## src/rtl/pdp8_trace_buffer.sv

```systemverilog
// Trace capture buffer: per-channel holding registers, round-robin arbiter and a
// timestamped show-ahead FIFO drained by the host over a valid/ready port.
module pdp8_trace_buffer #(
  parameter int unsigned WORD_W = 12,
  parameter int unsigned DEPTH  = 64,
  parameter int unsigned NUM_CH = 3,
  parameter int unsigned TS_W   = 16,
  localparam int unsigned CH_W  = (NUM_CH > 1) ? $clog2(NUM_CH) : 1,
  localparam int unsigned REC_W = TS_W + CH_W + 2 + 2 * WORD_W,
  localparam int unsigned AW    = $clog2(DEPTH)
) (
  input  logic                     clk,
  input  logic                     rst,
  input  logic                     enable,
  input  logic                     flush,
  input  logic [NUM_CH-1:0]        ev_valid,
  input  logic [2*NUM_CH-1:0]      ev_type,
  input  logic [WORD_W*NUM_CH-1:0] ev_addr,
  input  logic [WORD_W*NUM_CH-1:0] ev_data,
  output logic                     out_valid,
  input  logic                     out_ready,
  output logic [REC_W-1:0]         out_data,
  output logic [AW:0]              count,
  output logic                     full,
  output logic                     empty,
  output logic [15:0]              drop_count
);

  localparam logic [AW:0]   DepthC   = (AW + 1)'(DEPTH);
  localparam logic [CH_W-1:0] LastCh = CH_W'(NUM_CH - 1);

  logic [TS_W-1:0]   ts_q, ts_d;
  logic [CH_W-1:0]   rr_q, rr_d;
  logic [NUM_CH-1:0] pend_v_q, pend_v_d;
  logic [TS_W-1:0]   pend_ts_q   [NUM_CH];
  logic [1:0]        pend_type_q [NUM_CH];
  logic [WORD_W-1:0] pend_addr_q [NUM_CH];
  logic [WORD_W-1:0] pend_data_q [NUM_CH];

  logic [REC_W-1:0]  mem [DEPTH];
  logic [AW-1:0]     wr_ptr_q, wr_ptr_d, rd_ptr_q, rd_ptr_d;
  logic [AW:0]       count_q, count_d;
  logic [15:0]       drop_q, drop_d;

  logic              pop, push, wr_ok, gnt_found;
  logic [CH_W-1:0]   gnt_idx;
  int unsigned       scan_idx;
  logic [NUM_CH-1:0] gnt_oh, cap, drop;
  logic [16:0]       drop_acc;
  logic [REC_W-1:0]  wr_rec;

  assign out_valid  = (count_q != '0);
  assign out_data   = mem[rd_ptr_q];
  assign count      = count_q;
  assign full       = (count_q == DepthC);
  assign empty      = (count_q == '0);
  assign drop_count = drop_q;

  assign pop   = out_valid && out_ready;
  // A full FIFO still takes a write when the head leaves in the same cycle.
  assign wr_ok = (count_q < DepthC) || pop;
  assign push  = gnt_found && wr_ok;

  // Round-robin search: first pending channel at or after rr, wrapping.
  always_comb begin
    gnt_found = 1'b0;
    gnt_idx   = '0;
    scan_idx  = 0;
    for (int i = 0; i < NUM_CH; i++) begin
      scan_idx = int'(rr_q) + i;
      if (scan_idx >= NUM_CH) scan_idx = scan_idx - NUM_CH;
      if (!gnt_found && pend_v_q[scan_idx]) begin
        gnt_found = 1'b1;
        gnt_idx   = CH_W'(scan_idx);
      end
    end
  end

  always_comb begin
    gnt_oh   = '0;
    cap      = '0;
    drop     = '0;
    drop_acc = {1'b0, drop_q};
    for (int c = 0; c < NUM_CH; c++) begin
      gnt_oh[c] = push && (gnt_idx == CH_W'(c));
      cap[c]    = enable && !flush && ev_valid[c] && (!pend_v_q[c] || gnt_oh[c]);
      drop[c]   = enable && !flush && ev_valid[c] && pend_v_q[c] && !gnt_oh[c];
      drop_acc  = drop_acc + 17'(drop[c]);
    end
  end

  assign wr_rec = {pend_ts_q[gnt_idx], gnt_idx, pend_type_q[gnt_idx],
                   pend_addr_q[gnt_idx], pend_data_q[gnt_idx]};

  always_comb begin
    ts_d     = enable ? ts_q + TS_W'(1) : ts_q;
    rr_d     = rr_q;
    pend_v_d = pend_v_q;
    wr_ptr_d = wr_ptr_q;
    rd_ptr_d = rd_ptr_q;
    count_d  = count_q;
    drop_d   = drop_acc[16] ? 16'hFFFF : drop_acc[15:0];
    if (flush) begin
      rr_d     = '0;
      pend_v_d = '0;
      wr_ptr_d = '0;
      rd_ptr_d = '0;
      count_d  = '0;
      drop_d   = '0;
    end else begin
      for (int c = 0; c < NUM_CH; c++) begin
        if (cap[c]) pend_v_d[c] = 1'b1;
        else if (gnt_oh[c]) pend_v_d[c] = 1'b0;
      end
      if (push) begin
        rr_d     = (gnt_idx == LastCh) ? '0 : gnt_idx + CH_W'(1);
        wr_ptr_d = wr_ptr_q + AW'(1);
      end
      if (pop) rd_ptr_d = rd_ptr_q + AW'(1);
      unique case ({push, pop})
        2'b10:   count_d = count_q + (AW + 1)'(1);
        2'b01:   count_d = count_q - (AW + 1)'(1);
        default: count_d = count_q;
      endcase
    end
  end

  always_ff @(posedge clk or posedge rst) begin
    if (rst) begin
      ts_q     <= '0;
      rr_q     <= '0;
      pend_v_q <= '0;
      wr_ptr_q <= '0;
      rd_ptr_q <= '0;
      count_q  <= '0;
      drop_q   <= '0;
    end else begin
      ts_q     <= ts_d;
      rr_q     <= rr_d;
      pend_v_q <= pend_v_d;
      wr_ptr_q <= wr_ptr_d;
      rd_ptr_q <= rd_ptr_d;
      count_q  <= count_d;
      drop_q   <= drop_d;
    end
  end

  // Payload storage carries no reset; validity lives in pend_v_q and count_q.
  always_ff @(posedge clk) begin
    for (int c = 0; c < NUM_CH; c++) begin
      if (cap[c]) begin
        pend_ts_q[c]   <= ts_q;
        pend_type_q[c] <= ev_type[2*c +: 2];
        pend_addr_q[c] <= ev_addr[WORD_W*c +: WORD_W];
        pend_data_q[c] <= ev_data[WORD_W*c +: WORD_W];
      end
    end
    if (push && !flush) mem[wr_ptr_q] <= wr_rec;
  end

endmodule

```

## config.mk

```make
export PLATFORM = sky130hd
export DESIGN_NAME = pdp8_trace_buffer
export DESIGN_NICKNAME = d
export VERILOG_FILES = /design/src/rtl/pdp8_trace_buffer.sv
export SDC_FILE = /design/constraint.sdc
export NUM_CORES = 2
export LEC_CHECK = 0
export BUFFER_PORTS_ARGS = -buffer_cell sky130_fd_sc_hd__clkbuf_2
export CAP_MARGIN = 20
export CORE_UTILIZATION = 30
export CTS_BUF_LIST = sky130_fd_sc_hd__clkbuf_8 sky130_fd_sc_hd__clkbuf_16
export CTS_CLUSTER_SIZE = 10
export DETAILED_ROUTE_END_ITERATION = 10
export GPL_TIMING_DRIVEN = 0
export PLACE_DENSITY = 0.46
export SYNTH_ARGS = -nofsm -noshare
export SYNTH_HDL_FRONTEND = slang
export SYNTH_SLANG_ARGS = --single-unit
```

## constraint.sdc

```tcl
create_clock -name clk -period 11.64 [get_ports clk]
set_input_delay 0.582 -clock clk [delete_from_list [all_inputs] [get_ports clk]]
set_output_delay 0.582 -clock clk [all_outputs]
set_load 0.005 [all_outputs]
```

==> reports/results.ini <==
[hold_path]
hold_path.class = primary input to register
min_from = enable
holdPathEnd = pend_v_q[0]$_DFFE_PP0P_
hold_depth = 3

[global_route]
grt_use_total_pct = 23.4
antenna_found_initial = 25
overflow = 0
grt_pass1_vias = 62100
grt_first_pass_wirelength_um = 602000
grt_max_degree = 57

[clock_network]
cts_buffers = 348
cts_buffer_depth = 4
cts_tree = yes
clkTransAtPathRegs_ps = 60
cts_sinks = 2998
clk_latency_ps = 950
ctsHtreeMaxLevel = 5
root_buffer = clkbuf_16
post_cts_resized = 0

[timing]
worst_pin_slew_ps = 1270
max_freq_ghz = 0.143
post-route-period-util_pct = 60.2
finalSetupViolCount = 0
relSlewSlack_pct = 14.6
clock_skew_ps = 56.5
finalSetupTns_ps = 0
final_max_slew_viol_count = 0
rsz0062_at_grt = false
hold_viol = 0
min_period_ps = 7000

[worst_setup_path]
reg2reg_slack_ps = 5940
cp.arrival_ps = 6420
r2r-end = drop_count[13]$_DFF_PP0_
critPathLaunch = rd_ptr_q[3]$_DFFE_PP0P_
r2r_start = rr_q[0]$_DFFE_PP0P_
start_kind = register
ff2ff_path_depth = 21
worstSetupPathType = register to output pin
crit_path_end_kind = output pin
path_max_fanout = 10
required_ps = 11060

[job]
max_cap_violations = 0

[finish]
layout-area-overhead-vs-synth_pct = 22.2
design_area_um2 = 141000
drive_gt1_share_pct = 31.1
final_nets = 6222

[yosys]
synth_cell_types = 74
yosys_warnings = 0
synth_seq_area_share_pct = 77.8
synth.cell_area_um2 = 115000
synth_ff_type = edfxtp_1
syn_nets = 5291
synth_edf_count = 2942
ys_ff_latch = 2998
synth_cells = 5188
synthArstFlopShare_pct = 1.87
avgSynthCellArea_um2 = 22.2

[place]
placed_area_um2 = 130000
dpl.hpwl_um = 325000
gp_congestion = 0.838
io_buffers = 153

[route]
vias_per_cell = 5.63
firstDrtPassIters = 5
wl_um = 461000
route.vias.total = 63600
wl_per_cell_um = 40.8
ant_nets = 0
drt_iter0_drc = 9269
drc = 0

[floorplanning]
coreArea_um2 = 383000
num_rows = 227
die_h_um = 622
start_util_pct = 30.1
die_w_um = 622
ios = 156
die-area_um2 = 387000

[pwr]
ir_drop_mv = 0.130
leakagePower_nw = 44.1
p_per_area_nw_per_um2 = 223

[outcome]
status = complete, no violations

## layer usage
| metal | routed length, µm | track usage, % |
|---|---|---|
| met5 | 44 | 0 |
| met4 | 24400 | 10.3 |
| met3 | 40800 | 4.44 |
| met2 | 211000 | 36.7 |
| met1 | 185000 | 31.8 |
## timing repair
action | 4_1_cts | 5_1_grt
hold buffers | 82 | 0
setup buffers | 0 | 0
endpoints found under the hold margin | 137 | 0
## worst max-delay path by stage
| stage | slack, ps | to |
|---|---|---|
| floorplan | 5500 | drop_count[10]$_DFF_PP0_ |
| global placement | 1120 | drop_count[5]$_DFF_PP0_ |
| detailed placement | 5790 | out_data[33] |
| CTS | 4760 | out_data[33] |
| global route | 4790 | out_data[33] |
| finish | 4640 | out_data[33] |
## kinds of logic (layout without fill, tap and decap cells)
kind of cell | Yosys count | after routing | share of synthesized area [%]
simple gates | 451 | 451 | 1.78
buf+inv | 300 | 1367 | 1.40
xor+xnor | 39 | 39 | 0.296
compound gates | 463 | 463 | 2.57
mux | 920 | 920 | 15.9
fa+ha+maj | 17 | 17 | 0.204
other cells | 0 | 8 | 0
flops | 2998 | 2998 | 77.8
## critical path, cell delays in order (launching register included)
cell and delay (ps):
dfrtp_1 400, clkbuf_1 660, buf_2 670, buf_2 690, clkbuf_1 970, a211oi_1 250, a31oi_1 630, nand2_1 130
a21oi_1 750, clkbuf_2 250
## cell usage after synthesis (all sizes together), types with 15 or more instances
| cell type | instances | share of area (%) |
|---|---|---|
| mux4 | 729 | 14 |
| inv | 20 | 0.065 |
| a21oi | 175 | 0.76 |
| o22ai | 51 | 0.28 |
| clkbuf | 95 | 0.31 |
| dfrtp | 56 | 1.2 |
| edfxtp | 2942 | 77 |
| xnor2 | 28 | 0.21 |
| o221ai | 27 | 0.21 |
| a211oi | 69 | 0.45 |
| o21ai | 32 | 0.14 |
| and2 | 18 | 0.098 |
| buf | 185 | 1.0 |
| a22oi | 51 | 0.33 |
| a31oi | 15 | 0.081 |
| nand3 | 37 | 0.16 |
| nor2 | 176 | 0.57 |
| mux2i | 177 | 1.6 |
| nand2 | 125 | 0.41 |
| nor3 | 15 | 0.075 |
| nor2b | 32 | 0.17 |
## flip-flops by register name, summed over array words and instances, names as in the netlist
name and cells:
pend_addr_q 36, ts_q 16, drop_count 16, pend_ts_q 48
rd_ptr_q 6, rr_q 2, mem 2816, count 7
wr_ptr_q 6, pend_data_q 36, pend_type_q 6, pend_v_q 3
## cell type report
| type | instances | area [µm²] |
|---|---|---|
| flip-flops and latches | 2998 | 89700 |
| plain buffers | 280 | 1580 |
| inverters | 20 | 77.6 |
| multi-input cells | 1890 | 25000 |
| repair buffers | 581 | 8500 |
| fillers | 34500 | 242000 |
| diodes | 8 | 20.0 |
| clock buffers | 353 | 8800 |
| clock inverters | 133 | 898 |
| well taps | 5038 | 6300 |
## where the power goes
part,switching [mW],internal (mW)
combinational,5.33,2.57
clock,4.34,5.42
sequential,0.0674,13.7
total,9.74,21.7
## cell usage in the layout (no fill, tap or decap), types with 27 or more instances in the layout
cell              n
nand2_1         125
nor2_4           64
mux2i_1         173
a21oi_4          44
xnor2_1          28
edfxtp_1       2942
clkbuf_16       350
buf_2            82
buf_16           56
dfrtp_1          56
a211oi_1         61
nand3_1          37
a21oi_1         130
inv_1           105
clkbuf_1         70
clkbuf_2        177
a22oi_1          51
dlygate4sd3_1    82
buf_8            37
nor2_1          112
o221ai_1         27
buf_4            77
buf_12          234
mux4_2          729
nor2b_1          31
o22ai_1          51
## through the flow
stage / instances / power (mW) / hold slack [ps] / util [%] / setup WS, ps
after floorplan: 5188 / 17.6 / 474 / - / 5500
after global placement: 10400 / 21.1 / 491 / 32.0 / 1120
after detailed placement: 10700 / 21.9 / 509 / 34.1 / 5790
after CTS: 11300 / 31.6 / 13.3 / 36.8 / 4760
after global routing: 11300 / 32.2 / 97.7 / 36.8 / 4790
final: 11300 / 31.5 / 62.8 / 36.8 / 4640
(Power assumes the default switching activity.)
